===== src/rtl/uart_tx_sched.sv =====
// Round-robin transmit scheduler sharing one UART transmitter core among
// N_REQ byte producers. One byte is accepted per valid/ready handshake, then
// the core is sequenced: data presented, one-cycle start strobe, wait for
// busy to rise, wait for busy to fall.
//
// state        | meaning
// -------------+--------------------------------------------------------------
// S_IDLE       | waiting for an enabled, idle core and at least one request
// S_START      | byte latched on tx_data_out, start strobe issued this cycle
// S_WAIT_BUSY  | waiting for the core to raise busy (timeout / abort guarded)
// S_WAIT_DONE  | core owns the frame, waiting for busy to fall
module uart_tx_sched #(
   parameter int N_REQ        = 4,
   parameter int BUSY_TIMEOUT = 255
) (
   input  logic                                      clk,
   input  logic                                      rst,
   input  logic [N_REQ-1:0]                          req_valid,
   input  logic [8*N_REQ-1:0]                        req_data,
   output logic [N_REQ-1:0]                          req_ready,
   input  logic                                      uart_en_in,
   input  logic                                      tx_busy_in,
   output logic [7:0]                                tx_data_out,
   output logic                                      tx_start_out,
   output logic [((N_REQ > 1) ? $clog2(N_REQ) : 1)-1:0] grant_id_out,
   output logic                                      sched_busy_out,
   output logic                                      timeout_out,
   output logic                                      abort_out
);

   localparam int GW = (N_REQ > 1) ? $clog2(N_REQ) : 1;
   localparam int CW = (BUSY_TIMEOUT > 0) ? $clog2(BUSY_TIMEOUT + 1) : 1;

   typedef enum logic [1:0] {
      S_IDLE      = 2'd0,
      S_START     = 2'd1,
      S_WAIT_BUSY = 2'd2,
      S_WAIT_DONE = 2'd3
   } state_t;

   state_t          r_state;
   logic [GW-1:0]   r_rr_ptr;
   logic [GW-1:0]   r_grant;
   logic [7:0]      r_tx_data;
   logic [CW-1:0]   r_cnt;
   logic            r_timeout;
   logic            r_abort;

   logic            w_found;
   logic [GW-1:0]   w_gnt;
   logic [GW:0]     w_sum;
   logic [GW-1:0]   w_idx;
   logic [7:0]      w_data;
   logic            w_accept;
   logic [N_REQ-1:0] w_ready;

   // Round-robin search: first valid requester after the last winner, wrapping.
   always_comb begin
      w_found = 1'b0;
      w_gnt   = '0;
      w_sum   = '0;
      w_idx   = '0;
      for (int k = 1; k <= N_REQ; k++) begin
         w_sum = {1'b0, r_rr_ptr} + (GW+1)'(k);
         if (w_sum >= (GW+1)'(N_REQ)) begin
            w_sum = w_sum - (GW+1)'(N_REQ);
         end
         w_idx = w_sum[GW-1:0];
         if (!w_found && req_valid[w_idx]) begin
            w_found = 1'b1;
            w_gnt   = w_idx;
         end
      end
   end

   // Handshake is only offered when the core is enabled and idle.
   assign w_accept = (r_state == S_IDLE) & uart_en_in & ~tx_busy_in & w_found;

   // Byte mux and one-hot ready for the selected requester.
   always_comb begin
      w_data  = '0;
      w_ready = '0;
      for (int i = 0; i < N_REQ; i++) begin
         if (w_gnt == GW'(i)) begin
            w_data     = req_data[8*i +: 8];
            w_ready[i] = w_accept;
         end
      end
   end

   // Sequencer: latches the accepted byte and walks the core handshake.
   always_ff @(posedge clk) begin
      if (rst) begin
         r_state   <= S_IDLE;
         r_rr_ptr  <= GW'(N_REQ - 1);
         r_grant   <= '0;
         r_tx_data <= '0;
         r_cnt     <= '0;
         r_timeout <= 1'b0;
         r_abort   <= 1'b0;
      end else begin
         r_timeout <= 1'b0;
         r_abort   <= 1'b0;
         case (r_state)
            S_IDLE: begin
               if (w_accept) begin
                  r_tx_data <= w_data;
                  r_grant   <= w_gnt;
                  r_rr_ptr  <= w_gnt;
                  r_state   <= S_START;
               end
            end
            S_START: begin
               if (uart_en_in) begin
                  r_cnt   <= '0;
                  r_state <= S_WAIT_BUSY;
               end else begin
                  r_abort <= 1'b1;
                  r_state <= S_IDLE;
               end
            end
            S_WAIT_BUSY: begin
               // Busy rising takes priority over both abort and timeout.
               if (tx_busy_in) begin
                  r_state <= S_WAIT_DONE;
               end else if (!uart_en_in) begin
                  r_abort <= 1'b1;
                  r_state <= S_IDLE;
               end else if (r_cnt == CW'(BUSY_TIMEOUT - 1)) begin
                  r_timeout <= 1'b1;
                  r_state   <= S_IDLE;
               end else begin
                  r_cnt <= r_cnt + 1'b1;
               end
            end
            S_WAIT_DONE: begin
               // Enable is ignored here: the core owns the frame once started.
               if (!tx_busy_in) begin
                  r_state <= S_IDLE;
               end
            end
            default: r_state <= S_IDLE;
         endcase
      end
   end

   assign req_ready      = w_ready;
   assign tx_data_out    = r_tx_data;
   assign grant_id_out   = r_grant;
   assign tx_start_out   = (r_state == S_START) & uart_en_in;
   assign sched_busy_out = (r_state != S_IDLE);
   assign timeout_out    = r_timeout;
   assign abort_out      = r_abort;

endmodule


===== config.mk =====
export PLATFORM = sky130hd
export DESIGN_NAME = uart_tx_sched
export DESIGN_NICKNAME = d
export VERILOG_FILES = /design/src/rtl/uart_tx_sched.sv
export SDC_FILE = /design/constraint.sdc
export NUM_CORES = 1
export LEC_CHECK = 0
export ABC_AREA = 0
export BUFFER_PORTS_ARGS = -buffer_cell sky130_fd_sc_hd__buf_2
export CORE_UTILIZATION = 45
export CTS_BUF_LIST = sky130_fd_sc_hd__clkbuf_2 sky130_fd_sc_hd__clkbuf_4 sky130_fd_sc_hd__clkbuf_8
export CTS_CLUSTER_SIZE = 25
export DETAILED_ROUTE_END_ITERATION = 7
export HOLD_SLACK_MARGIN = 0.05
export PLACE_DENSITY = 0.73
export SYNTH_ARGS = -nofsm -noshare
export SYNTH_HDL_FRONTEND = slang
export SYNTH_SLANG_ARGS = --single-unit

===== constraint.sdc =====
create_clock -name clk -period 2.1 [get_ports clk]
set_clock_uncertainty 0.2 [all_clocks]
set_input_delay 0.21 -clock clk [delete_from_list [all_inputs] [get_ports clk]]
set_output_delay 0.21 -clock clk [all_outputs]
set_load 0.02 [all_outputs]

**Yosys cells after proc, flatten, opt, wreduce, memory -nomap -nowiden**

Index checks and enable logic that the tools add are counted.

- Input bits: 40
- Word-level logic and storage cells: 103
- Register bits: 24

- Add/sub/neg operators: 9
- Order comparisons: 8
- Bitwise operators: 7
- Equal/unequal tests: 14
- Muxes and demuxes: 44
- Reductions and logical operators: 14

Operators by type and width:

| operator | number |
|---|---|
| two-way mux 8 bit | 8 |
| two-way mux 2 bit | 14 |
| one-hot mux 8 bit (2 select lines) | 1 |
| two-way mux 1 bit | 15 |
| greater-or-equal comparator 3 bit, second input constant | 4 |
| < comparator 2 x 3 -> 1 bit, second input constant | 4 |
| inequality test 2 bit, second input constant | 6 |
| adder 8 x 1 -> 8 bit, second input constant | 1 |
| binary-select mux 1 bit (select 2 bit) | 4 |
| == test 2 bit, second input constant | 4 |
| == test 8 bit, second input constant | 1 |
| one-hot mux 2 bit (4 select lines) | 1 |
| subtractor 2 x 1 -> 2 bit, second input constant | 4 |
| adder 2 x 2 -> 3 bit, second input constant | 2 |
| AND reduction 5 bit | 1 |
| bitwise AND 1 bit | 4 |
| == test 2 x 1 -> 1 bit, second input constant | 2 |
| logical NOT 2 bit | 2 |
| inequality test 4 bit, second input constant | 1 |
| nonzero test 2 bit | 2 |
| OR reduction 4 bit | 1 |
| adder 2 x 1 -> 3 bit, second input constant | 1 |
| adder 2 x 3 -> 3 bit, second input constant | 1 |
| logical AND 1 bit | 3 |
| other kinds (5) | 9 |

**Depth between registers and ports, before layout**

- Word-level depth: 20
- Gate-level depth with buffers: 8
- Gate-level depth less buffers: 7

**Least setup slack after synthesis**

Ideal clock, no wire load.

- Path type: flip-flop to output port
- Start point: register r_state[0]
- End point: output req_ready[1]
- Arrival: 1.723 ns
- Data required time: 1.690 ns
- Path slack: -0.033 ns
- Cell stages (with the launch flop): 8
- Cells stage by stage: dfxtp_1 inv_1 ha_1 nand2_1 a211oi_2 clkbuf_1 nand2_1 nor2_1

- Longest elaborated chain between the ends: 5

Ends and longest elaborated chain:

| element | RTL line | RTL |
|---|---|---|
| start: declaration | 41 | `state_t r_state;` |
| start signal: assignment | 94 | `r_state <= S_IDLE;` |
| start signal: assignment | 110 | `r_state <= S_START;` |
| start signal: assignment | 116 | `r_state <= S_WAIT_BUSY;` |
| logical NOT 2 bit | 77 | `assign w_accept = (r_state == S_IDLE) & uart_en_in & ~tx_busy_in & w_found;` |
| bitwise AND 1 bit (3 in a row) | 77 |  |
| two-way mux 1 bit | 84 | `if (w_gnt == GW'(i)) begin` |
| end: declaration | 20 | `output logic [N_REQ-1:0] req_ready,` |

No other way between the ends.

**Worst setup path after layout**

- Start point: register r_state[0]
- End point: output req_ready[2]

The elaborated chain is that of the path after synthesis.

==> impl_metrics.py <==
metrics = {
    "layout": {
        "fin_nets": 326,
        "finalInstanceArea_um2": 2360,
        "syn2layout_area_growth_pct": 57.4,
        "drive_above_1_share_pct": 42.4,
        "final_util_pct": 76.2,
        "antenna_cells": 0,
    },
    "timing": {
        "maxSlewHeadroom_pct": 66.1,
        "period_share_pct": 101,
        "tns_ns": -0.0200,
        "rsz0062_at_grt": "yes",
        "fin_crit_ns": 2.12,
        "fmax_mhz": 472,
        "hold_viol_final": 0,
        "setup_violations": 1,
        "setup_ws_ns": -0.0200,
        "report.final.slew_viol_count": 0,
        "worst_pin_slew_ns": 0.507,
    },
    "worst_hold_path": {
        "worstHoldStart": "req_data[24]",
        "hold_path_class": "input pin to register",
        "holdPathStages": 3,
    },
    "cts": {
        "cts_sinks": 24,
        "path_clk_slew_ns": 0.15,
        "cts_tree": "yes",
        "cts.path.max_buffers": 2,
        "cts-root-buf": "clkbuf_4",
        "h-tree-depth": 1,
        "cts_buffers": 3,
        "clock_latency_ns": 0.32,
    },
    "yosys": {
        "synth.area.top_cells": "dfxtp_1 (32%), nor2_1 (6.3%), ha_1 (5.8%)",
        "syn_nets": 228,
        "ys_seq_area_share_pct": 32.0,
        "synth_ff_type": "dfxtp_1",
        "syn-mean-instance-area_um2": 8.30,
        "synth.area.mux_share_pct": 3.58,
        "syn_area_um2": 1500,
        "synth_cell_type_count": 43,
        "ys_seq_elements": 24,
        "synth-simple-area-share_pct": 27.0,
        "synth_fa_ha_area_share_pct": 5.83,
        "synth_xor_area_share_pct": 3.50,
        "synth.cells.most_frequent": "nor2_1 (25), dfxtp_1 (24), nand3_1 (15)",
        "async_flop_share_pct": 0,
        "synthCells": 181,
        "synth_edf_count": 0,
        "synth_top_area_share_pct": 32.0,
        "synth_top_family_by_area": "simple AND/OR/NAND/NOR gates",
        "synth-compound-area-share_pct": 23.4,
        "yosys_warnings": 0,
        "yosysTopAreaCell": "dfxtp_1",
        "yosysMostFrequentCell": "nor2_1",
    },
    "setup_path": {
        "crit_arrival_ns": 1.71,
        "r2r.worst_path.cells": 8,
        "path_max_fanout": 3,
        "criticalPathCategory": "register to primary output",
        "r2r-start": "r_state[0]$_SDFFE_PP0P_",
        "required_ns": 1.69,
        "worstSetupStartpointType": "register",
        "crit_start": "r_state[0]$_SDFFE_PP0P_",
        "crit_path_end_kind": "primary output",
        "rrSetupSlack_ns": 0,
    },
    "global_routing": {
        "grt_pass1_wl_um": 7330,
        "grt_pass1_vias": 1569,
        "groute.usage.overall_pct": 27.3,
        "overflow": 0,
        "antenna_found_initial": 0,
        "grt_start_max_net_pins": 22,
    },
    "routing": {
        "first_pass_iters": 4,
        "routed_wl_um": 4750,
        "via_count": 1785,
        "via_per_inst": 5.54,
        "drt_iter0_drc": 82,
        "route.detailed.drc": 0,
        "ant_nets": 0,
        "wl_per_cell_um": 14.7,
    },
    "floorplan": {
        "die_w_um": 59.8,
        "start_util_pct": 48.4,
        "io_pins": 58,
        "num_rows": 20,
        "die_area_um2": 3570,
        "die_h_um": 59.8,
        "core_um2": 3100,
    },
    "run_status": {
        "run_status": "finished with violations",
        "violations": "setup timing",
    },
    "pwr": {
        "ir_drop_mv": 0.444,
        "total_power_mw": 1.27,
        "cellLeakagePower_nw": 1.03,
        "powerDensity_nw_per_um2": 536,
    },
    "place": {
        "pre_cts_ws_ns": 0.00963,
        "portBuffers": 57,
        "gp_congestion": 0.841,
        "placed_area_um2": 1910,
        "hpwl_um": 2770,
    },
    "job": {
        "cap_violations": 0,
    },
}
-- layer usage --
| metal | global-route usage (%) | vias to the layer above | part of all wire, % |
|---|---|---|---|
| met3 | 6.06 | 6 | 6.9 |
| met1 | 36.9 | 833 | 45 |
| met5 | 0 | - | 0 |
| met2 | 43.0 | 79 | 47 |
| li1 | - | 867 | - |
| met4 | 8.97 | 0 | 1.2 |
-- cell type report --
| type | count | area (µm²) |
|---|---|---|
| inverter | 8 | 32.5 |
| multi-input combinational | 141 | 1060 |
| tap | 44 | 55.1 |
| timing repair buffer | 101 | 688 |
| fill | 216 | 739 |
| clock buffer | 4 | 36.3 |
| sequential | 24 | 488 |
-- per-stage QoR --
step                      hold slack [ns]  instances
after CTS                          0.0513        317
after floorplan                     0.184        181
after global placement              0.267        288
final                              0.0715        322
after detailed placement            0.277        288
after global routing               0.0621        322
-- what timing repair did --
action	CTS	global route
gates resized for setup	15	22
setup buffers	7	5
hold buffers	18	0
hold endpoints to repair	8	0
pin swaps	4	10
endpoints found under the setup margin	5	8
-- worst paths after layout --
| path | endpoint |
|---|---|
| max | req_ready[2] |
| min | tx_data_out[0]$_SDFFE_PP0P_ |
| max reg2reg | r_state[1]$_SDFFE_PP0P_ |
| min reg2reg | grant_id_out[0]$_SDFFE_PP0P_ |
-- report_power, final --
part           switching (mW)  leakage (nW)  internal [mW]
Clock                   0.149        0.0210          0.106
Sequential             0.0208         0.196          0.484
Combinational           0.264         0.818          0.243
Total                   0.434          1.03          0.832
-- placed cells by master, fill, tap and decap left out, types with 2 or more instances in the layout --
cell type / netlist / final
a211o_1: 3 / 3
a211oi_1: 4 / 2
a211oi_2: 1 / 3
a21oi_1: 5 / 4
a221oi_1: 5 / 4
a311oi_1: 5 / 5
a41oi_1: 4 / 3
and4_1: 4 / 4
buf_2: 2 / 55
buf_4: 0 / 23
buf_6: 1 / 4
clkbuf_4: 0 / 3
dfxtp_1: 24 / 20
dfxtp_2: 0 / 3
dlygate4sd3_1: 0 / 18
ha_1: 7 / 6
inv_1: 8 / 6
mux2_2: 3 / 3
mux2i_1: 2 / 2
nand2_1: 9 / 8
nand2b_1: 3 / 2
nand3_1: 15 / 15
nand3b_1: 7 / 7
nor2_1: 25 / 22
nor2_2: 1 / 4
nor2b_1: 3 / 2
nor3_4: 1 / 2
o211ai_1: 3 / 3
o21a_1: 2 / 2
o21ai_0: 3 / 3
o21ai_1: 4 / 3
xor2_1: 6 / 6
-- cell families (layout without fill, tap and decap cells) --
| kind of cell | after synthesis | count (layout) |
|---|---|---|
| simple gates | 77 | 77 |
| xor+xnor | 6 | 6 |
| compound gates | 46 | 46 |
| buf+inv | 16 | 113 |
| fa+ha+maj | 7 | 7 |
| mux | 5 | 5 |
| flops | 24 | 24 |
-- flip-flops by register name, indices dropped and copies added (netlist names) --
| register | cells |
|---|---|
| r_cnt | 8 |
| tx_data_out | 8 |
| grant_id_out | 2 |
| r_rr_ptr | 2 |
| r_state | 2 |
| abort_out | 1 |
| timeout_out | 1 |
-- worst max-delay path: stages, from the launching register on --
cell and delay (ns):
dfxtp_2 0.35, inv_2 0.07, ha_4 0.14, nand2_4 0.05
a211o_1 0.33, nor2_2 0.17, and2_4 0.16, buf_6 0.11
(Power assumes the default switching activity.)
